$ cat config.mk
export PLATFORM = sky130hd
export DESIGN_NAME = mult64_seq
export DESIGN_NICKNAME = d
export VERILOG_FILES = /design/src/rtl/mult64_seq_pkg.sv /design/src/rtl/mult64_seq_adder.sv /design/src/rtl/mult64_seq.sv
export SDC_FILE = /design/constraint.sdc
export NUM_CORES = 1
export LEC_CHECK = 0
export BUFFER_PORTS_ARGS = -buffer_cell sky130_fd_sc_hd__buf_2
export CAP_MARGIN = 20
export CORE_MARGIN = 2
export CORE_UTILIZATION = 52
export DETAILED_ROUTE_END_ITERATION = 10
export PLACE_DENSITY = 0.74
export SETUP_SLACK_MARGIN = 0.5
export SYNTH_ARGS = -nofsm -noshare
export SYNTH_HDL_FRONTEND = slang
export SYNTH_SLANG_ARGS = --single-unit
$ cat constraint.sdc
create_clock -name clk -period 14.4 [get_ports clk]
set_clock_uncertainty 0.1 [all_clocks]
set_input_delay 2.88 -clock clk [delete_from_list [all_inputs] [get_ports clk]]
set_output_delay 2.88 -clock clk [all_outputs]
set_load 0.01 [all_outputs]
$ cat src/rtl/mult64_seq_pkg.sv
// Shared definitions for the sequential multiplier: FSM state type,
// default operand width and iteration counter width.
package mult64_seq_pkg;

  typedef enum logic {
    IDLE = 1'b0,
    BUSY = 1'b1
  } state_t;

  localparam int unsigned WIDTH_DEF = 64;
  localparam int unsigned CNT_W     = $clog2(WIDTH_DEF) + 1;

endpackage

$ cat src/rtl/mult64_seq_adder.sv
// Unsigned WIDTH-bit adder with carry-out; the single add stage of the
// shift-add multiplier.
module adder64
  import mult64_seq_pkg::*;
#(
  parameter int unsigned WIDTH = WIDTH_DEF
) (
  input  logic [WIDTH-1:0] a_i,
  input  logic [WIDTH-1:0] b_i,
  output logic [WIDTH-1:0] sum_o,
  output logic             cout_o
);

  assign {cout_o, sum_o} = {1'b0, a_i} + {1'b0, b_i};

endmodule

$ cat src/rtl/mult64_seq.sv
// Radix-2 shift-add unsigned multiplier: one multiplier bit per clock,
// WIDTH iterations, full 2*WIDTH-bit product split into prod_hi/prod_lo.
module mult64_seq
  import mult64_seq_pkg::*;
#(
  parameter int unsigned WIDTH = WIDTH_DEF
) (
  input  logic             clk,
  input  logic             reset,
  input  logic             start,
  input  logic             abort,
  input  logic [WIDTH-1:0] a,
  input  logic [WIDTH-1:0] b,
  output logic             busy,
  output logic             done,
  output logic [WIDTH-1:0] prod_lo,
  output logic [WIDTH-1:0] prod_hi
);

  localparam int unsigned CW = $clog2(WIDTH) + 1;
  localparam logic [CW-1:0] LAST = CW'(WIDTH - 1);

  state_t               state_q, state_d;
  logic [CW-1:0]        cnt_q, cnt_d;
  logic [WIDTH-1:0]     a_q, a_d;
  logic [WIDTH-1:0]     b_q, b_d;
  logic [2*WIDTH:0]     pp_q, pp_d;
  logic [WIDTH-1:0]     lo_q, lo_d;
  logic [WIDTH-1:0]     hi_q, hi_d;
  logic                 done_q, done_d;

  logic [WIDTH-1:0]     add_sum;
  logic                 add_cout;
  logic [2*WIDTH:0]     pp_step;
  logic [2*WIDTH:0]     pp_next;

  adder64 #(.WIDTH(WIDTH)) u_add (
    .a_i   (pp_q[2*WIDTH-1:WIDTH]),
    .b_i   (a_q),
    .sum_o (add_sum),
    .cout_o(add_cout)
  );

  // One shift-add iteration: conditionally add the multiplicand into the
  // upper half (carry kept in the extra top bit), then shift right by one.
  always_comb begin
    pp_step = b_q[0] ? {add_cout, add_sum, pp_q[WIDTH-1:0]} : pp_q;
    pp_next = pp_step >> 1;
  end

  // Next-state and datapath control; abort takes priority over start and
  // over completion of the final iteration.
  always_comb begin
    state_d = state_q;
    cnt_d   = cnt_q;
    a_d     = a_q;
    b_d     = b_q;
    pp_d    = pp_q;
    lo_d    = lo_q;
    hi_d    = hi_q;
    done_d  = 1'b0;
    unique case (state_q)
      IDLE: begin
        if (start && !abort) begin
          state_d = BUSY;
          a_d     = a;
          b_d     = b;
          cnt_d   = '0;
          pp_d    = '0;
        end
      end
      BUSY: begin
        if (abort) begin
          state_d = IDLE;
        end else begin
          pp_d  = pp_next;
          b_d   = b_q >> 1;
          cnt_d = cnt_q + CW'(1);
          if (cnt_q == LAST) begin
            state_d = IDLE;
            lo_d    = pp_next[WIDTH-1:0];
            hi_d    = pp_next[2*WIDTH-1:WIDTH];
            done_d  = 1'b1;
          end
        end
      end
    endcase
  end

  // State registers with asynchronous active-high reset.
  always_ff @(posedge clk or posedge reset) begin
    if (reset) begin
      state_q <= IDLE;
      cnt_q   <= '0;
      a_q     <= '0;
      b_q     <= '0;
      pp_q    <= '0;
      lo_q    <= '0;
      hi_q    <= '0;
      done_q  <= 1'b0;
    end else begin
      state_q <= state_d;
      cnt_q   <= cnt_d;
      a_q     <= a_d;
      b_q     <= b_d;
      pp_q    <= pp_d;
      lo_q    <= lo_d;
      hi_q    <= hi_d;
      done_q  <= done_d;
    end
  end

  assign busy    = (state_q == BUSY);
  assign done    = done_q;
  assign prod_lo = lo_q;
  assign prod_hi = hi_q;

endmodule

==> Word-level counts from Yosys, hierarchy flattened <==
Cells that the tools add are included.
W data, S select, Z words.
{ "classes": {"n_addsub": 2, "n_mul": 0, "n_div": 0, "magnitude_cmp": 0, "n_eq_ne": 3, "shifts": 0, "n_mux": 17, "n_bitwise": 2, "reduce_logical": 5} }
{ "ops": {"columns": ["operator", "n"], "rows": [
  ["$mux W129", 3],
  ["$pmux W129 S2", 1],
  ["$mux W64", 2],
  ["$pmux W64 S2", 1],
  ["$add A64 B64 Y65", 1],
  ["$mux W7", 2],
  ["$pmux W7 S2", 1],
  ["$add A7 B1 Y7 const B", 1],
  ["$eq A7 B6 Y1 const B", 1],
  ["$mux W1", 6],
  ["$ne A2 B2 Y1 const B", 2],
  ["$reduce_and A2 Y1", 2],
  ["$reduce_and A3 Y1", 1],
  ["$not A1 Y1", 2],
  ["$pmux W1 S2", 1],
  ["$logic_and A1 B1 Y1", 1],
  ["$logic_not A1 Y1", 1]
]} }
{ "totals": {"ff_bits": 394, "latchBits": 0, "ram_bits": 0, "romBits": 0, "inputBits": 132, "output_inout_bits": 130, "wordCells": 37, "mem_count": 0} }

==> Logic depth before layout (Yosys ltp) <==
{ "logic_depth": {"depth_word": 4, "mapped_depth": 14, "depth_no_buf": 14} }

==> Hierarchy <==
Synthesis repeated with hierarchy kept, for this count alone.
{ "hier_totals": {"cells_unflattened": 1825, "area_unflattened_um2": 19510.0} }
{ "modules_own_cells": {"columns": ["module", "n_inst", "cells_per_inst", "area_each_um2", "seq_area_each_um2"], "rows": [
  ["mult64_seq", 1, 1285, 15798.9, 9809.4],
  ["adder64", 1, 540, 3711.1, 0.0]
]} }

==> Worst setup path after synthesis <==
No wires, ideal clock.
{ "synth_path": {"path_kind": "input -> register", "startpoint": "input abort", "endpoint": "register a_q[0]", "setup_time_ps": 125, "arrival_time_ps": 4315, "required_ps": 14175, "setup_slack_ps": 9860, "cell_stages": 4, "path_buffers": 2, "path_cell_list": "nor3b_1 > clkbuf_1 > buf_1 > mux2_2"} }
{ "synth_via": {"elab_chain_cells": 3} }
{ "synth_lines": {"columns": ["item", "line_no", "text"], "rows": [
  ["start, declared", "mult64_seq.sv:11", "input logic abort,"],
  ["$logic_not A1 Y1", "mult64_seq.sv:64", "if (start && !abort) begin"],
  ["$logic_and A1 B1 Y1", "mult64_seq.sv:64", null],
  ["$reduce_and A2 Y1 (no line)", null, null],
  ["end signal, assigned", "mult64_seq.sv:95", "a_q <= '0;"],
  ["end signal, assigned", "mult64_seq.sv:104", "a_q <= a_d;"],
  ["end, declared", "mult64_seq.sv:25", "logic [WIDTH-1:0] a_q, a_d;"]
]} }
No other way between the ends.
A chain may end at the register's enable or synchronous reset.

==> Worst setup path after layout <==
{ "layout_path": {"startpoint": "input start", "endpoint": "register cnt_q[5]"} }
{ "layout_via": {"elab_chain_cells": 3} }
{ "layout_lines": {"columns": ["item", "line_no", "text"], "rows": [
  ["start, declared", "mult64_seq.sv:10", "input logic start,"],
  ["$logic_and A1 B1 Y1", "mult64_seq.sv:64", null],
  ["$ne A2 B2 Y1 (no line)", null, null],
  ["$reduce_and A2 Y1 (no line)", null, null],
  ["end signal, assigned", "mult64_seq.sv:103", "cnt_q <= cnt_d;"],
  ["end, declared", "mult64_seq.sv:24", "logic [CW-1:0] cnt_q, cnt_d;"]
]} }
No other way between the ends.

==> summary.md <==
| Metric | Value |
|---|---|
| DRT Wirelength | ~45 mm |
| CP Launch Point | start |
| Post-synthesis sequential area ratio | between 50% and 60% |
| Worst-margin pin slew | 1.02 ns |
| Mapped Area | about 19000 um2 |
| Clock Power Share | between 30 and 40% |
| Crit path max fanout | between 100 and 150 |
| Total net switching power | 1140 uW |
| CP Capture Type | register |
| Cell depth of the worst setup path | 8 |
| Top-count cell post-synth | nand2_1 |
| Commonest cells in the netlist | 424 x nand2_1, 392 x dfrtp_1, 220 x o21ai_0 |
| CTS buffer count | just over 40 |
| Post-route DRC | 0 |
| Seq pwr share | 38.6% |
| R2R Setup Slk | between 9 and 10 ns |
| Setup TNS | 0 ns |
| Area grow syn2layout | 16.5% |
| Clock Path Buffers | 3 |
| CP Launch Type | primary input |
| Clock sink count | ~400 |
| Critical Path RT | approximately 15 ns |
| Final Hold Violating Endpoints | 0 |
| CP endpoint | cnt_q[5] |
| Syn_nets | 2079 |
| Synth area leaders | dfrtp_1 52%, nand2_1 8.4%, mux2i_1 5.9% |
| Drt pass-1 iters | 5 |
| RSZ-0062 raised after global routing | false |
| Hold Crit Class | register to register |
| Synth Instances | between 1500 and 2000 |
| Post-CTS sizing | 0 |
| Crit path cell chain | buf_2 -> o21bai_4 -> buf_4 -> buf_4 -> buf_16 -> nor3_1 -> xnor2_1 -> nor2_1 |
| Global-route wire length before repair | approximately 75 mm |
| Worst-Skew Late Latency | around 0.57 ns |
| CTS Hold Buffers Added | 0 |
| Max Fclk | roughly 190 MHz |
| Worst vdd ir | 0.0946 mV |
| Post-CTS Setup Bufs | 0 |
| Antenna violations before repair | 7 |
| Top-area cell type share of the netlist area | around half |
| Starting density of the core | 53.0% |
| MaxCap Viol Count | 0 |
| Vias | roughly 15000 |
| Final min period | 5.40 ns |
| Status | finished, final reports clean |
| DIE WIDTH | roughly 190 um |
| Share of layout cells above drive strength 1 | 20.2% |
| # nets final | roughly 2300 |
| Antenna Violating Nets Remaining | 0 |
| H-tree Lvls | 2 |
| Worst slew margin | 31.7% |
| Power share of the combinational group | 28.7% |
| Worst reg2reg startpoint | busy |
| Crit path top cell by count | buf_4 |
| Crit path DAT | between 5 and 6 ns |
| Fillers | 2948 |
| # IOs | ~260 |
| Gr ovfl total | 0 |
| Largest net degree at the start of global routing | 189 |
| Dominant synthesized flop cell | dfrtp_1 |
| Post-synth EDFFs | 0 |
| Number of global-route vias before repair | 14670 |
| Avg Inst Size Synth | around 10 um2 |
| Asr flop ratio synth | 100% |
| Worst path bufs/invs | 4 |
| Internal | roughly 2300 uW |
| Worst-path clk slew | roughly 0.06 ns |
| Cell family with most CP delay | buffers and inverters |
| Routed vias/inst | 5.64 |
| Net Sw Frac | about a third |
| Leading area contributor after synthesis | dfrtp_1 |
| Pwr Density | about 160 nW/um2 |
| Crit-path slowest cell | buf_4 |
| Die area | 37900 um2 |
| GRT Util Overall | roughly a quarter |
| DRT iter0 DRCs | just under 1000 |
| Routed WL per cell | about 18 um |
| Pre-CTS setup slack | 8.11 ns |
| Critical path type | primary input to register |
| Final setup fails | 0 |
| Post-route insts no fill | between 2000 and 3000 |
| Core area | about 36000 um2 |
| Synth cell types | 62 |
| CTS tree | done |
| Final worst setup slack | between 8 and 9 ns |
| PortBufs | 261 |
| R2r worst-path depth | 8 |
| Rows | 69 |
| Clk root buf | clkbuf_16 |
| DPL Wire Length | 30.6 mm |
| Crit share post-route | between 30% and 40% |
| Peak per-stage delay on the critical path | approximately 0.87 ns |
| Dpl cells | 2505 |
| GPL Wtd Cong | between 0.8 and 0.9 |
| Yosys warnings | 0 |
| DIE HEIGHT | between 150 and 200 um |
| Flop and latch count out of synthesis | 392 |
| Pleak | around 0.011 uW |
| Worst flop-to-flop path endpoint | prod_lo[17] |
| Final slew viol count | 0 |
power by group through the flow:
stage               Combinational (uW)  Clock (uW)  Sequential [uW]
finish                             992        1130             1340
global route                      1110        1200             1350
CTS                                983        1160             1340
detailed placement                 975           0             1350
global placement                   948           0             1350
floorplan                          786           0             1310
cell families after synthesis:
group           count (synthesis)  share of synthesized area, %
flops                         392                          51.9
fa+ha+maj                      66                          4.41
compound gates                489                          16.1
buf+inv                       130                          2.68
mux                           178                          9.89
xor+xnor                       63                          2.92
simple gates                  563                          12.1
layout make-up:
type                       count  area [um2]  share of cell area, %
inverter                      21        86.3                  0.392
clock inverter                21         342                   1.55
timing repair buffer         274        1460                   6.62
clock buffer                  47        1110                   5.04
multi-input combinational   1359        8610                   39.1
antenna                        5        12.5                 0.0569
tap                          461         577                   2.62
sequential                   392        9820                   44.6
tightest hold or removal path, stage by stage (launching register included):
cell,delay [ns]
dfrtp_1,0.33
nand2_1,0.05
nand2_1,0.05
metrics by stage:
stage               utilization [%]  hold slack (ns)  total power [uW]  area [um2]
floorplan                         -            0.340              2100       18900
global placement               57.5            0.354              2300       20500
detailed placement             57.5            0.357              2330       20500
CTS                            61.5            0.371              3480       21900
global route                   61.7            0.393              3660       22000
finish                         61.7            0.368              3460       22000
cells in the final DEF (no fill, tap or decap), drive strengths merged, types with 11 or more instances in the layout:
master,netlist,routed
nor2,63,63
o21ai,224,224
dfrtp,392,392
o21bai,13,13
xnor2,42,42
buf,30,274
mux2,66,66
ha,65,65
nand3,16,16
mux2i,112,112
nor3,13,13
nand2,424,424
inv,20,21
nand4,13,13
a22o,68,68
a21o,32,32
a21oi,92,92
xor2,21,21
a31oi,11,11
clkbuf,79,47
flip-flops by register name (all words and copies together), names as in the netlist:
signal	flops
b_q	64
done	1
cnt_q	7
busy	1
prod_lo	64
a_q	64
pp_q	127
prod_hi	64
routing by layer:
metal	vias up	track usage, %	wire [um]
met5	-	0	30
met4	6	7.12	1100
met3	80	6.02	3470
met2	413	37.7	20000
met1	7056	33.9	20700
li1	6992	-	-
worst min-delay path by stage:
| stage | cells past startpoint | slack [ns] | from | endpoint |
|---|---|---|---|---|
| 5_1_grt | 2 | 0.39 | prod_lo[16] | prod_lo[16] |
| 3_3_place_gp | 2 | 0.35 | prod_lo[47] | prod_lo[47] |
| 2_1_floorplan | 2 | 0.34 | pp_q[1] | prod_lo[0] |
| 3_5_place_dp | 2 | 0.36 | prod_lo[37] | prod_lo[37] |
| 4_1_cts | 2 | 0.37 | pp_q[1] | prod_lo[0] |
| 6_report | 2 | 0.37 | prod_lo[1] | prod_lo[1] |
No activity file was read; power rests on OpenSTA's default activity.
